File: src/rtl/game_ctrl.sv
// Game flow controller: tracks level, lives and score and sequences the
// IDLE / PLAY / LEVEL_UP / GAME_OVER phases, paced by VGA frame ticks.
module game_ctrl #(
    parameter int unsigned LIVES_INIT  = 3,
    parameter int unsigned MAX_LEVEL   = 4,
    parameter int unsigned HOLD_FRAMES = 120,
    parameter int unsigned POINTS      = 10
) (
    input  logic        pclk,
    input  logic        rst,
    input  logic        vsync_in,
    input  logic        start_button,
    input  logic        ship_hit,
    input  logic        enemy_killed,
    input  logic        wave_cleared,
    output logic [3:0]  level,
    output logic [1:0]  lives,
    output logic [15:0] score,
    output logic [1:0]  state,
    output logic        game_active,
    output logic        win
);

    typedef enum logic [1:0] {
        StIdle     = 2'd0,
        StPlay     = 2'd1,
        StLevelUp  = 2'd2,
        StGameOver = 2'd3
    } state_e;

    localparam logic [1:0]  LivesInit  = 2'(LIVES_INIT);
    localparam logic [3:0]  MaxLevel   = 4'(MAX_LEVEL);
    localparam logic [7:0]  HoldFrames = 8'(HOLD_FRAMES);
    localparam logic [16:0] Points     = 17'(POINTS);

    state_e      state_q;
    logic [3:0]  level_q;
    logic [1:0]  lives_q;
    logic [15:0] score_q;
    logic        win_q;
    logic        active_q;
    logic [7:0]  frame_cnt_q;
    logic        vsync_q;
    logic        start_q;

    logic        frame_tick;
    logic        start_edge;
    logic [16:0] score_inc;
    logic [15:0] score_sat;
    logic [7:0]  frame_cnt_inc;
    logic        hold_done;

    always_comb begin
        frame_tick    = vsync_in & ~vsync_q;
        start_edge    = start_button & ~start_q;
        score_inc     = {1'b0, score_q} + Points;
        score_sat     = score_inc[16] ? 16'hFFFF : score_inc[15:0];
        frame_cnt_inc = frame_cnt_q + 8'd1;
        hold_done     = (frame_cnt_q == HoldFrames);
    end

    always_ff @(posedge pclk) begin
        if (rst) begin
            state_q     <= StIdle;
            level_q     <= 4'd0;
            lives_q     <= 2'd0;
            score_q     <= 16'd0;
            win_q       <= 1'b0;
            active_q    <= 1'b0;
            frame_cnt_q <= 8'd0;
            // Track live inputs so a level held high through reset is not an edge.
            vsync_q     <= vsync_in;
            start_q     <= start_button;
        end else begin
            vsync_q <= vsync_in;
            start_q <= start_button;
            case (state_q)
                StIdle: begin
                    if (start_edge) begin
                        state_q  <= StPlay;
                        level_q  <= 4'd1;
                        lives_q  <= LivesInit;
                        score_q  <= 16'd0;
                        win_q    <= 1'b0;
                        active_q <= 1'b1;
                    end
                end
                StPlay: begin
                    if (enemy_killed) begin
                        score_q <= score_sat;
                    end
                    // A lethal hit overrides a simultaneous wave clear.
                    if (ship_hit && lives_q <= 2'd1) begin
                        lives_q     <= 2'd0;
                        state_q     <= StGameOver;
                        win_q       <= 1'b0;
                        active_q    <= 1'b0;
                        frame_cnt_q <= 8'd0;
                    end else begin
                        if (ship_hit) begin
                            lives_q <= lives_q - 2'd1;
                        end
                        if (wave_cleared) begin
                            frame_cnt_q <= 8'd0;
                            active_q    <= 1'b0;
                            if (level_q < MaxLevel) begin
                                state_q <= StLevelUp;
                            end else begin
                                state_q <= StGameOver;
                                win_q   <= 1'b1;
                            end
                        end
                    end
                end
                StLevelUp: begin
                    if (frame_tick) begin
                        frame_cnt_q <= frame_cnt_inc;
                        if (frame_cnt_inc == HoldFrames) begin
                            level_q  <= level_q + 4'd1;
                            state_q  <= StPlay;
                            active_q <= 1'b1;
                        end
                    end
                end
                StGameOver: begin
                    if (start_edge && hold_done) begin
                        state_q <= StIdle;
                    end else if (frame_tick && !hold_done) begin
                        frame_cnt_q <= frame_cnt_inc;
                    end
                end
                default: begin
                    state_q  <= StIdle;
                    active_q <= 1'b0;
                end
            endcase
        end
    end

    assign level       = level_q;
    assign lives       = lives_q;
    assign score       = score_q;
    assign state       = state_q;
    assign game_active = active_q;
    assign win         = win_q;

endmodule

File: config.mk
export PLATFORM = sky130hd
export DESIGN_NAME = game_ctrl
export DESIGN_NICKNAME = d
export VERILOG_FILES = /design/src/rtl/game_ctrl.sv
export SDC_FILE = /design/constraint.sdc
export NUM_CORES = 1
export LEC_CHECK = 0
export CAP_MARGIN = 20
export CORE_ASPECT_RATIO = 1.2
export CORE_MARGIN = 2
export CORE_UTILIZATION = 55
export DETAILED_ROUTE_END_ITERATION = 8
export HOLD_SLACK_MARGIN = 0.08
export PLACE_DENSITY = 0.92
export RECOVER_POWER = 50
export SLEW_MARGIN = 20
export SYNTH_ARGS = -nofsm -noshare
export SYNTH_HDL_FRONTEND = slang
export SYNTH_SLANG_ARGS = --single-unit
File: constraint.sdc
create_clock -name pclk -period 3 [get_ports pclk]
set_input_delay 0.45 -clock pclk [delete_from_list [all_inputs] [get_ports pclk]]
set_output_delay 0.45 -clock pclk [all_outputs]
set_load 0.05 [all_outputs]
# Word level (Yosys, flattened, before mapping)
# Cells that the tools add are included.
# W data, S select, Z words.
# word_totals
ff_bits	36
input_bits	7
elab_cells	87
# classes
n_addsub	4
n_lt_le_gt_ge	2
eq_ne	15
n_mux	37
n_bitwise	4
n_reduce_logical	16
# ops
cell	n
$mux W16	3
$mux W8	5
$pmux W16 S2	1
$pmux W8 S3	1
$mux W2	9
$add A16 B4 Y17 const B	1
$eq A8 B7 Y1 const B	2
$reduce_and A5 Y1	3
$ne A2 B2 Y1 const B	7
$mux W4	3
$mux W1	10
$ne A3 B3 Y1 const B	3
$add A8 B1 Y8 const B	1
$pmux W2 S4	1
$pmux W4 S2	1
$reduce_and A4 Y1	2
$reduce_and A3 Y1	2
$reduce_bool A3 Y1	2
$add A4 B1 Y4 const B	1
$eq A2 B2 Y1 const B	2
$lt A4 B3 Y1 const B	1
$pmux W2 S2	1
$reduce_bool A2 Y1	2
$logic_and A1 B1 Y1	3
other kinds (9)	11

# Longest topological paths before layout
# depth
depth_word	6
ltp_mapped	7
ltp_nobuf	7

# Worst setup path after synthesis
# Ideal clock, no wire load.
# synth_timing
kind	register -> register
start	register score_q[8], in the netlist score[8]
end	register score_q[14], in the netlist score[14]
arrival_time_ns	1.901
t_required_ns	2.869
path_slack_ns	0.968
path_stages_with_launch	7
path_buffers	1
path_cell_list	dfxtp_1 -> buf_4 -> nand4_2 -> or2_4 -> or4_1 -> a21oi_1 -> nor3_1
# synth_between
elab_chain_cells	4
# synth_lines
item	line	rtl
from (decl)	39	logic [15:0] score_q;
from (signal assigned)	90	score_q <= score_sat;
$add A16 B4 Y17	56	score_inc = {1'b0, score_q} + Points;
$mux W16	57	score_sat = score_inc[16] ? 16'hFFFF : score_inc[15:0];
$mux W16	89	if (enemy_killed) begin
$pmux W16 S2	77	case (state_q)
# No other way between the ends. The select of a mux whose other input is x is not followed.
# A chain may end at the register's enable or synchronous reset.

# Worst setup path after layout
# layout_timing
start	register score_q[4], in the netlist score[4]
end	register score_q[13], in the netlist score[13]
# Same word-level chain as after synthesis.

==> metrics.cfg <==
[sta]
final_hold_viol_count = 0
tightestPinTransition_ns = 1.18
min_period_ns = 2.47
max-slew-margin-rel_pct = 20.8
slew_viol_final = 0
rsz0062_at_grt = false
setup_viol_count_final = 0
max_freq_ghz = 0.405
setup_tns_ns = 0
hold-worst-slack_ns = 0.498
fin_worst_skew_ns = 0.00803
post-route-period-util_pct = 82.2

[placement]
gp_congestion = 0.897
portBuffers = 32
placed_cells = 320
place_hpwl_um = 3360

[global_routing]
grt_pass1_wl_um = 8160
grt_pass1_vias = 1833
antenna_found_initial = 0
grt.total_usage_pct = 24.7
grt_overflow = 0
grt_max_degree = 23

[final_layout]
antennaDiodeCount = 0
area_delta_synth_final_pct = 21.0
post-route-util_pct = 68.1
drive_gt1_share_pct = 5.19
multiInputGateArea_mm2 = 0.00119
seqCellArea_um2 = 721
nNetsFinal = 300
num-fill-cells = 312
fin_cells = 328

[routing]
totalWireLength_um = 4720
vias = 2022
wire_per_inst_um = 14.4
final_antenna_net_count = 0
drt-pass1-iter-count = 4
routed_via_density = 6.16
drtIter0Drc = 167
drc = 0

[floorplan]
dieArea_mm2 = 0.00416
die_h_um = 70.3
io_pins = 33
rows = 24
start_util_pct = 56.3
core_area_mm2 = 0.00357
die_w_um = 59.2

[power_and_ir_drop]
p_leak_nw = 0.894
net-switching-power_mw = 0.299
peakVddDrop_uv = 397
power_mw = 1.09
internal_power_mw = 0.792
switching_share_pct = 27.4
cellPowerDensity_mw_per_mm2 = 448
combPwrFrac_pct = 14.3
clockPowerShare_pct = 39.0
p_seq_share_pct = 46.7

[clock_network]
clock-sinks = 36
cts_buffer_depth = 2
cts_made_buffers = 5
cts_tree = yes
ctsResizeCount = 0
root_buffer = clkbuf_8
cts.clk_slew.worst_paths_ns = 0.08
hold_buffers = 0
post-cts-setup-buffer-count = 0
htreeDepth = 2
insertion_delay_ns = 0.29

[synthesis]
netlist.area_leader.share_pct = 35.8
synth_nets = 270
synth.area.top_cells = dfxtp_1 36%, a21oi_1 7.0%, o21ai_0 6.0%, nor2_1 4.5%, nand2b_1 3.4%
synth_edf_count = 0
syn_avg_cell_area_um2 = 7.80
synth_most_common_cell = dfxtp_1
ys_types = 54
synthTopCellsByCount = 36 x dfxtp_1, 28 x a21oi_1, 24 x nor2_1, 24 x o21ai_0, 15 x nand2_1
syn_area_mm2 = 0.00201
syn_inst = 258
yosys_register_bits = 36
synthArstFlopShare_pct = 0
yosys_most_used_dff = dfxtp_1
synth_area_leader_cell = dfxtp_1
synth_seq_area_share_pct = 35.8
ys.warnings.count = 0

[setup_path]
end_kind = flip-flop
r2r_end = score[13]
crit_path_start_kind = flip-flop
critPathMaxFanout = 12
path_class = flip-flop to flip-flop
worst_ep_required_time_ns = 3.23
rr_startpoint = score[4]
reg2reg_depth = 5
reg2reg_slack_ns = 0.53
crit_arrival_ns = 2.69

[worst_hold_path]
hp-class = flip-flop to flip-flop
min_from = game_active
hold_path_depth = 2
min_to = game_active

[run]
maxCapViolCount = 0

[outcome]
outcome = complete, no violations

worst max-delay path, stage by stage, from the launching register on:
cell and delay [ns]:
dfxtp_1 0.43, nand4_1 0.25, nand2b_1 0.31, nor3_1 0.97
o21ai_0 0.26, a21oi_1 0.18
final cells by class:
cell class	instances	area share (%)
clock buffers	6	2.98
clock inverters	2	1.44
inverters	8	1.23
multi-input cells	203	48.9
flip-flops and latches	36	29.6
well taps	39	2.01
repair buffers	34	13.8
cell usage in the layout, fill, tap and decap left out, types with 2 or more instances in the layout:
cell type and n:
or2_2 2, o22ai_1 2, nand2_1 16, a2111oi_0 3
clkdlybuf4s50_1 16, buf_4 2, ha_1 5, a31oi_1 5
nor2_1 24, nor4b_1 2, nor2b_1 5, inv_1 8
o21ai_0 24, dfxtp_1 36, a21o_1 7, and3_1 3
or3_1 2, clkbuf_8 5, nor3_1 13, nand3_1 11
nand3b_1 5, nor4_1 3, nor3b_1 2, o32ai_1 2
o21a_1 2, dlygate4sd3_1 16, nand2b_1 12, a21oi_1 28
nand4_1 3
layer usage:
metal	global-route usage (%)	wire, um	up-vias	part of all wire, %
li1	-	-	1004	-
met1	30.6	1970	938	42
met2	40.4	2400	66	51
met3	5.19	227	14	4.8
met4	10.1	125	0	2.6
met5	0	0	-	0
cell families (layout without fill, tap and decap cells):
kind of cell,after synthesis,count (layout),synth area share [%]
AOI/OAI and AO/OA,82,82,24.5
adders and majority gates,5,5,3.11
xor gates and xnor gates,1,1,0.435
buffers and inverters,19,50,3.92
muxes,1,1,0.498
DFF,36,36,35.8
and+or+nand+nor,114,114,31.7
flip-flops by register name, summed over array words and instances, names as in the netlist:
register / count
game_active: 1
frame_cnt_q: 8
score: 16
state: 2
lives: 2
win: 1
vsync_q: 1
start_q: 1
level: 4
how the worst max path moves through the flow:
| stage | to | depth (start not counted) | slack [ns] | startpoint |
|---|---|---|---|---|
| 6_report | score[13] | 5 | 0.53 | score[4] |
| 5_1_grt | score[11] | 5 | 0.28 | score[4] |
| 4_1_cts | state[1] | 1 | 0.61 | state[1] |
| 3_5_place_dp | level[1] | 6 | 0.73 | start_button |
| 3_3_place_gp | level[1] | 6 | 0.75 | start_button |
| 2_1_floorplan | score[14] | 6 | 0.97 | score[8] |
power groups by stage:
stage | Clock (mW) | Combinational, mW | Sequential, mW
2_1_floorplan | 0 | 0.0784 | 0.549
3_3_place_gp | 0 | 0.155 | 0.520
3_5_place_dp | 0 | 0.159 | 0.521
4_1_cts | 0.431 | 0.160 | 0.510
5_1_grt | 0.452 | 0.169 | 0.512
6_report | 0.425 | 0.156 | 0.510
metrics by stage:
step                      setup WS (ns)  cell area (um2)
final                             0.533             2430
after global routing              0.282             2430
after CTS                         0.606             2450
after detailed placement          0.728             2350
after global placement            0.755             2350
after floorplan                   0.968             2010
Note: power is estimated with default switching activity, not from simulation.
